===== config.mk =====
export PLATFORM = sky130hd
export DESIGN_NAME = anubis_core_sched
export DESIGN_NICKNAME = d
export VERILOG_FILES = /design/src/rtl/anubis_pkg.sv /design/src/rtl/anubis_core_sched_rr_arbiter2.sv /design/src/rtl/anubis_core_sched.sv
export SDC_FILE = /design/constraint.sdc
export NUM_CORES = 2
export LEC_CHECK = 0
export ABC_AREA = 1
export BUFFER_PORTS_ARGS = -buffer_cell sky130_fd_sc_hd__buf_2
export CAP_MARGIN = 20
export CORE_AREA = 2 2 463 465
export CTS_CLUSTER_DIAMETER = 40
export DETAILED_ROUTE_END_ITERATION = 10
export DIE_AREA = 0 0 465 467
export GPL_ROUTABILITY_DRIVEN = 0
export HOLD_SLACK_MARGIN = 0.06
export MAX_ROUTING_LAYER = met4
export PLACE_DENSITY = 0.42
export SETUP_SLACK_MARGIN = 0.3
export SLEW_MARGIN = 10
export SYNTH_ARGS = -nofsm -noshare
export SYNTH_HDL_FRONTEND = slang
export SYNTH_SLANG_ARGS = --single-unit

===== constraint.sdc =====
create_clock -name clk -period 30.4 [get_ports clk]
set_input_delay 4.56 -clock clk [delete_from_list [all_inputs] [get_ports clk]]
set_output_delay 4.56 -clock clk [all_outputs]
set_load 0.1 [all_outputs]

===== src/rtl/anubis_pkg.sv =====
// Shared constants and FSM encoding for the Anubis-128 round scheduler.
package anubis_pkg;

  localparam int NR_DEFAULT = 12;
  localparam int W          = 128;
  localparam int ROUND_W    = 4;

  typedef enum logic [1:0] {
    IDLE = 2'd0,
    RUN  = 2'd1,
    DONE = 2'd2
  } sched_state_e;

  // Index of the last round; the counter is ROUND_W bits so NR must not exceed 16.
  function automatic logic [ROUND_W-1:0] last_round(input int nr);
    return ROUND_W'(nr - 1);
  endfunction

endpackage


===== src/rtl/anubis_core_sched_rr_arbiter2.sv =====
// Two-input round-robin grant; ptr names the requester that wins a tie.
module rr_arbiter2 (
  input  logic [1:0] eligible,
  input  logic       ptr,
  output logic [1:0] gnt
);

  always_comb begin
    gnt = 2'b00;
    case (eligible)
      2'b01:   gnt = 2'b01;
      2'b10:   gnt = 2'b10;
      2'b11:   gnt = ptr ? 2'b10 : 2'b01;
      default: gnt = 2'b00;
    endcase
  end

endmodule


===== src/rtl/anubis_core_sched.sv =====
// Two-requester scheduler around a combinational Anubis-128 round datapath:
// owns the master keys, the working state/key registers and the round counter.
module anubis_core_sched #(
  parameter int NR = anubis_pkg::NR_DEFAULT,
  parameter int W  = 128
) (
  input  logic         clk,
  input  logic         reset,
  input  logic         key0_wr,
  input  logic [W-1:0] key0_data,
  input  logic         key1_wr,
  input  logic [W-1:0] key1_data,
  input  logic         req0_valid,
  output logic         req0_ready,
  input  logic [W-1:0] req0_data,
  input  logic         req1_valid,
  output logic         req1_ready,
  input  logic [W-1:0] req1_data,
  output logic         res0_valid,
  input  logic         res0_ready,
  output logic         res1_valid,
  input  logic         res1_ready,
  output logic [W-1:0] res_data,
  output logic [W-1:0] dp_state,
  output logic [W-1:0] dp_key,
  output logic [3:0]   dp_round,
  output logic         dp_first,
  output logic         dp_last,
  input  logic [W-1:0] dp_state_nxt,
  input  logic [W-1:0] dp_key_nxt,
  output logic         busy,
  output logic         owner
);

  import anubis_pkg::*;

  localparam logic [ROUND_W-1:0] ROUND_LAST = last_round(NR);

  sched_state_e       state_q, state_d;
  logic [ROUND_W-1:0] round_q, round_d;
  logic               owner_q, owner_d;
  logic               rr_ptr_q, rr_ptr_d;
  logic [W-1:0]       dp_state_q, dp_state_d;
  logic [W-1:0]       dp_key_q, dp_key_d;
  logic [W-1:0]       res_data_q, res_data_d;
  logic [W-1:0]       key0_q, key1_q;
  logic [1:0]         key_vld_q;

  logic [1:0]         eligible;
  logic [1:0]         gnt;

  assign eligible = {req1_valid & key_vld_q[1], req0_valid & key_vld_q[0]};

  rr_arbiter2 u_arb (
    .eligible (eligible),
    .ptr      (rr_ptr_q),
    .gnt      (gnt)
  );

  // Master keys are only sampled at grant, so a write mid-block affects the next block.
  always_ff @(posedge clk or posedge reset) begin
    if (reset) begin
      key0_q    <= '0;
      key1_q    <= '0;
      key_vld_q <= 2'b00;
    end else begin
      if (key0_wr) begin
        key0_q       <= key0_data;
        key_vld_q[0] <= 1'b1;
      end
      if (key1_wr) begin
        key1_q       <= key1_data;
        key_vld_q[1] <= 1'b1;
      end
    end
  end

  always_ff @(posedge clk or posedge reset) begin
    if (reset) begin
      state_q    <= IDLE;
      round_q    <= '0;
      owner_q    <= 1'b0;
      rr_ptr_q   <= 1'b0;
      dp_state_q <= '0;
      dp_key_q   <= '0;
      res_data_q <= '0;
    end else begin
      state_q    <= state_d;
      round_q    <= round_d;
      owner_q    <= owner_d;
      rr_ptr_q   <= rr_ptr_d;
      dp_state_q <= dp_state_d;
      dp_key_q   <= dp_key_d;
      res_data_q <= res_data_d;
    end
  end

  always_comb begin
    state_d    = state_q;
    round_d    = round_q;
    owner_d    = owner_q;
    rr_ptr_d   = rr_ptr_q;
    dp_state_d = dp_state_q;
    dp_key_d   = dp_key_q;
    res_data_d = res_data_q;
    req0_ready = 1'b0;
    req1_ready = 1'b0;
    res0_valid = 1'b0;
    res1_valid = 1'b0;

    case (state_q)
      IDLE: begin
        req0_ready = gnt[0];
        req1_ready = gnt[1];
        if (gnt != 2'b00) begin
          state_d    = RUN;
          round_d    = '0;
          owner_d    = gnt[1];
          dp_state_d = gnt[1] ? req1_data : req0_data;
          dp_key_d   = gnt[1] ? key1_q : key0_q;
        end
      end

      RUN: begin
        dp_state_d = dp_state_nxt;
        dp_key_d   = dp_key_nxt;
        if (round_q == ROUND_LAST) begin
          res_data_d = dp_state_nxt;
          round_d    = '0;
          state_d    = DONE;
        end else begin
          round_d = round_q + 1'b1;
        end
      end

      DONE: begin
        res0_valid = ~owner_q;
        res1_valid = owner_q;
        if (owner_q ? res1_ready : res0_ready) begin
          state_d  = IDLE;
          rr_ptr_d = ~owner_q;
        end
      end

      default: state_d = IDLE;
    endcase
  end

  // Round flags are qualified with RUN so idle/reset outputs stay all-zero.
  assign dp_state = dp_state_q;
  assign dp_key   = dp_key_q;
  assign dp_round = round_q;
  assign dp_first = (state_q == RUN) && (round_q == '0);
  assign dp_last  = (state_q == RUN) && (round_q == ROUND_LAST);
  assign res_data = res_data_q;
  assign busy     = (state_q != IDLE);
  assign owner    = owner_q;

endmodule

# After elaboration in Yosys (flattened, before gate mapping)
# Index checks and enable logic that the tools add are counted.
[word_totals]
word_cells = 56
register_bits = 650
in_bits = 776
[op_classes]
add_sub_neg = 1
eq_ne = 9
n_reduce_logical = 12
n_mux = 20
bitwise = 3
[ops]
columns = ["operator", "count"]
rows = [
  ["128-bit 2-to-1 mux", 4],
  ["128-bit one-hot mux with 2 select lines", 2],
  ["2-bit one-hot mux with 3 select lines", 2],
  ["2-bit 2-to-1 mux", 4],
  ["4-bit 2-to-1 mux", 2],
  ["4-bit one-hot mux with 2 select lines", 1],
  ["2-bit AND reduction", 4],
  ["2-bit equality test (second input constant)", 3],
  ["2-bit != test (second input constant)", 3],
  ["2-bit nonzero test", 3],
  ["1-bit 2-to-1 mux", 5],
  ["4-bit by 1-bit adder with 4-bit output (second input constant)", 1],
  ["2-bit by 1-bit equality test with 1-bit output (second input constant)", 2],
  ["4-bit equality test (second input constant)", 1],
  ["4-bit logical NOT", 1],
  ["3-bit AND reduction", 1],
  ["1-bit AND", 2],
  ["1-bit logical AND", 2],
  ["2-bit logical NOT", 1],
  ["1-bit NOT", 1],
]

# Longest topological paths before layout
[depth]
depth_word = 6
ltp_mapped = 10

# Cells and area by module
# From an unflattened synthesis, not the netlist that was laid out.
[unflattened]
cells_unflattened = 3985
area_unflattened_um2 = 30189.0
[by_module_without_submodules]
columns = ["module", "area_per_inst_um2", "seq_area_each_um2", "cells_each", "instances"]
rows = [
  ["anubis_core_sched", 30168.9, 16265.6, 3980, 1],
  ["rr_arbiter2", 20.0, 0.0, 5, 1],
]

# Least setup slack after synthesis
# Ideal clock, no wire load.
[synth_timing]
kind = "input-to-output"
start = "input port req1_valid"
end = "output port req0_ready"
required_time_ps = 25840
slack_ps = 18423
arrival_time_ps = 7417
stages = 4
cell_sequence = "nand3_1 -> buf_2 -> clkbuf_1 -> nor3b_1"
[synth_via]
elab_chain_cells = 4
word_cells_on_any_way = 6
cone_classes = "3 x eq/ne; 2 x mux; 1 x bitwise"
[synth_rtl]
columns = ["item", "line_no", "text"]
rows = [
  ["from (decl)", "anubis_core_sched.sv:16", "input logic req1_valid,"],
  ["1-bit AND (*)", "anubis_core_sched.sv:52", "assign eligible = {req1_valid & key_vld_q[1], req0_valid & key_vld_q[0]};"],
  ["2-bit equality test or 2-bit by 1-bit equality test with 1-bit output (tied branches)", "anubis_core_sched_rr_arbiter2.sv:10", "case (eligible)"],
  ["2-bit one-hot mux with 3 select lines (*)", "anubis_core_sched_rr_arbiter2.sv:10", ""],
  ["1-bit 2-to-1 mux (*)", "anubis_core_sched.sv:111", "case (state_q)"],
  ["to (decl)", "anubis_core_sched.sv:14", "output logic req0_ready,"],
]
# Mark *: on every way between the ends. The rest lies on a longest branch, timed or not.

# Worst setup path after layout
# Ends and elaborated chain as after synthesis.

==> out/metrics.cfg <==
[min_path]
hold_depth=2
hold_path_class=reg -> reg
hp-start=res_data[57]$_DFFE_PP0P_
hold-path-endpoint=res_data[57]$_DFFE_PP0P_

[floorplan]
fp.dieArea_sq_um=217000
ios=1172
die_w_microns=465
coreArea_sq_um=212000
start_util=0.144
die_h_microns=467
row_count=169

[placed_design]
portBuffers=1171
placed_cell_area_sq_um=39000
hpwlAfterDp_microns=127000

[clock_tree]
cts_root_buffer=clkbuf_16
ctsResizeCount=0
clk_transition_reported_paths_ps=40
cts_buffers=147
htree_levels=4
post_cts_buffers=0
hold_buffers=0
insertion_delay_ps=780
cts_sinks=650
cts_tree=built
clk_path_buf_depth=3

[routing]
vias=32400
drt_wl_total_microns=171000
vias_per_cell=3.90
ant_nets=0
drt-initial-drc-count=2503
drc=0
wl_per_cell_microns=20.6
drt_first_pass_iters=5

[grt]
grt_pass1_wl_microns=239000
overflow=0
grt_usage=0.156
grt_max_degree=151
grt_pass1_vias=32100
grt_antenna_before_repair=110

[critical_path]
cpLargestDelayFamily=buffers and inverters
reg2reg_slack_ps=25950
crit_buf_inv=3
worstReg2RegStart=key_vld_q[1]$_DFFE_PP0P_
slowest_delay_ps=660
endpoint_kind=output pin
r2r_cells=10
r2r-end=dp_key[36]$_DFFE_PP0P_
crit_top_cell=buf_2
worst_ep_required_time_ps=25840
arrival_ps=6580
cp_slowest_cell=buf_4
crit_chain=buf_2 -> nand3_4 -> buf_4 -> nor3b_1 -> buf_2
crit_path_start_kind=input pin
worstPathMaxFanout=53
path_class=in -> out

[layout]
area_growth_pct=45.9
final_common_cell=nand2_1
design_area_sq_um=44400
fin_nets=6036
drive_gt1_frac=0.275
final_cell_mix=nand2_1, buf_2, dfrtp_1

[power]
power_mw=6.46
cellPowerDensity_nw_per_um2=145
cellLeakagePower_nw=22.7
ir_drop_mv=0.118

[timing]
slew_viol_final=0
period_minus_slack_ps=11140
slew_headroom=0.268
fin_crit_sh=0.367
setup_viol=0
fmax_ghz=0.0897
tightestPinTransition_ps=1100
rsz0062_at_grt=false
setup_tns_ps=0
skew_ps=33.9
timing_hold_violations_final=0
holdWs_ps=465

[logic_synthesis]
synth_area_leaders=dfrtp_1, nand2_1, nand3_1, nor2_1, buf_2
synth_nets=4954
ys_seq_area_frac=0.534
synthCells=4176
post-synth-top-area-fraction=0.534
synth-seq-cells=650
syn_avg_cell_area_sq_um=7.29
yosysWarnings=0
ys_types=19
synth_area_sq_um=30400
yosys.area.top_type=dfrtp_1

[flow_run]
drv_cap=0

[outcome]
status=finished clean

==> synth_stat cells <==
cell,instances
nand2_1,2162
dfrtp_1,650
nand3_1,518
nor2_1,487
clkbuf_1,141
buf_2,115
o21ai_0,36
inv_1,30
buf_1,15
buf_6,6
inv_2,3
buf_4,2
ha_1,2
nor2_4,2
o22ai_1,2
or2_2,2
nor3b_1,1
o21ai_2,1
xnor2_1,1
==> final cells by class <==
class                           instances  area [sq um]
Antenna cell                          106           265
Clock buffer                          190          4080
Clock inverter                         84          1060
Fill cell                           24200        167000
Inverter                               33           154
Multi-Input combinational cell       3214         12800
Sequential cell                       650         16300
Tap cell                             2821          3530
Timing Repair Buffer                 1212          6220
==> power breakdown <==
part | leakage, nW | switching, mW | total (mW) | internal [mW]
combinational | 12.5 | 2.97 | 3.46 | 0.493
clock | 2.46 | 0.581 | 1.64 | 1.06
sequential | 7.68 | 0.183 | 1.35 | 1.17
total | 22.7 | 3.73 | 6.46 | 2.72
==> through the flow <==
stage	utilization	instances	setup WS, ps
after floorplan	-	4176	7630
after global placement	0.184	7930	19270
after detailed placement	0.184	7930	19250
after CTS	0.209	8204	19240
after global routing	0.210	8298	19150
final	0.210	8310	19260
==> metal layers <==
layer  wire length (microns)  up-vias  GRT usage
li1                        -    15300          -
met5                       0        -          -
met2                   80000     1324      0.246
met4                    5590        0     0.0563
met1                   70100    15600      0.184
met3                   15200      229     0.0526
==> how the worst max path moves through the flow <==
stage,slack [ps],startpoint,depth (start not counted),endpoint
floorplan,7630,reset,1,dp_key[0]$_DFFE_PP0P_
global placement,19270,req1_valid,5,req0_ready
detailed placement,19250,req1_valid,5,req0_ready
CTS,19240,req1_valid,5,req0_ready
global route,19150,req1_valid,5,req0_ready
finish,19260,req1_valid,5,req0_ready
==> state kept, by name (all words and copies together), names as in the netlist <==
name       count
key_vld_q      2
owner          1
state_q        2
res_data     128
rr_ptr_q       1
dp_key       128
key1_q       128
dp_state     128
dp_round       4
key0_q       128
==> worst register-to-register path, stage by stage, from the launching register on <==
cell	delay, ps
dfrtp_1	490
nand2_1	230
nand2_1	140
o21ai_4	300
buf_4	580
buf_4	620
buf_4	750
buf_4	880
nor2_1	200
nand2_1	100
nand2_1	50
==> kinds of logic after synthesis <==
family,share of synthesized area
xor+xnor,0.000288
fa+ha+maj,0.000822
compound gates,0.00662
simple gates,0.413
flops,0.534
buf+inv,0.0449
No activity file was read; power rests on OpenSTA's default activity.
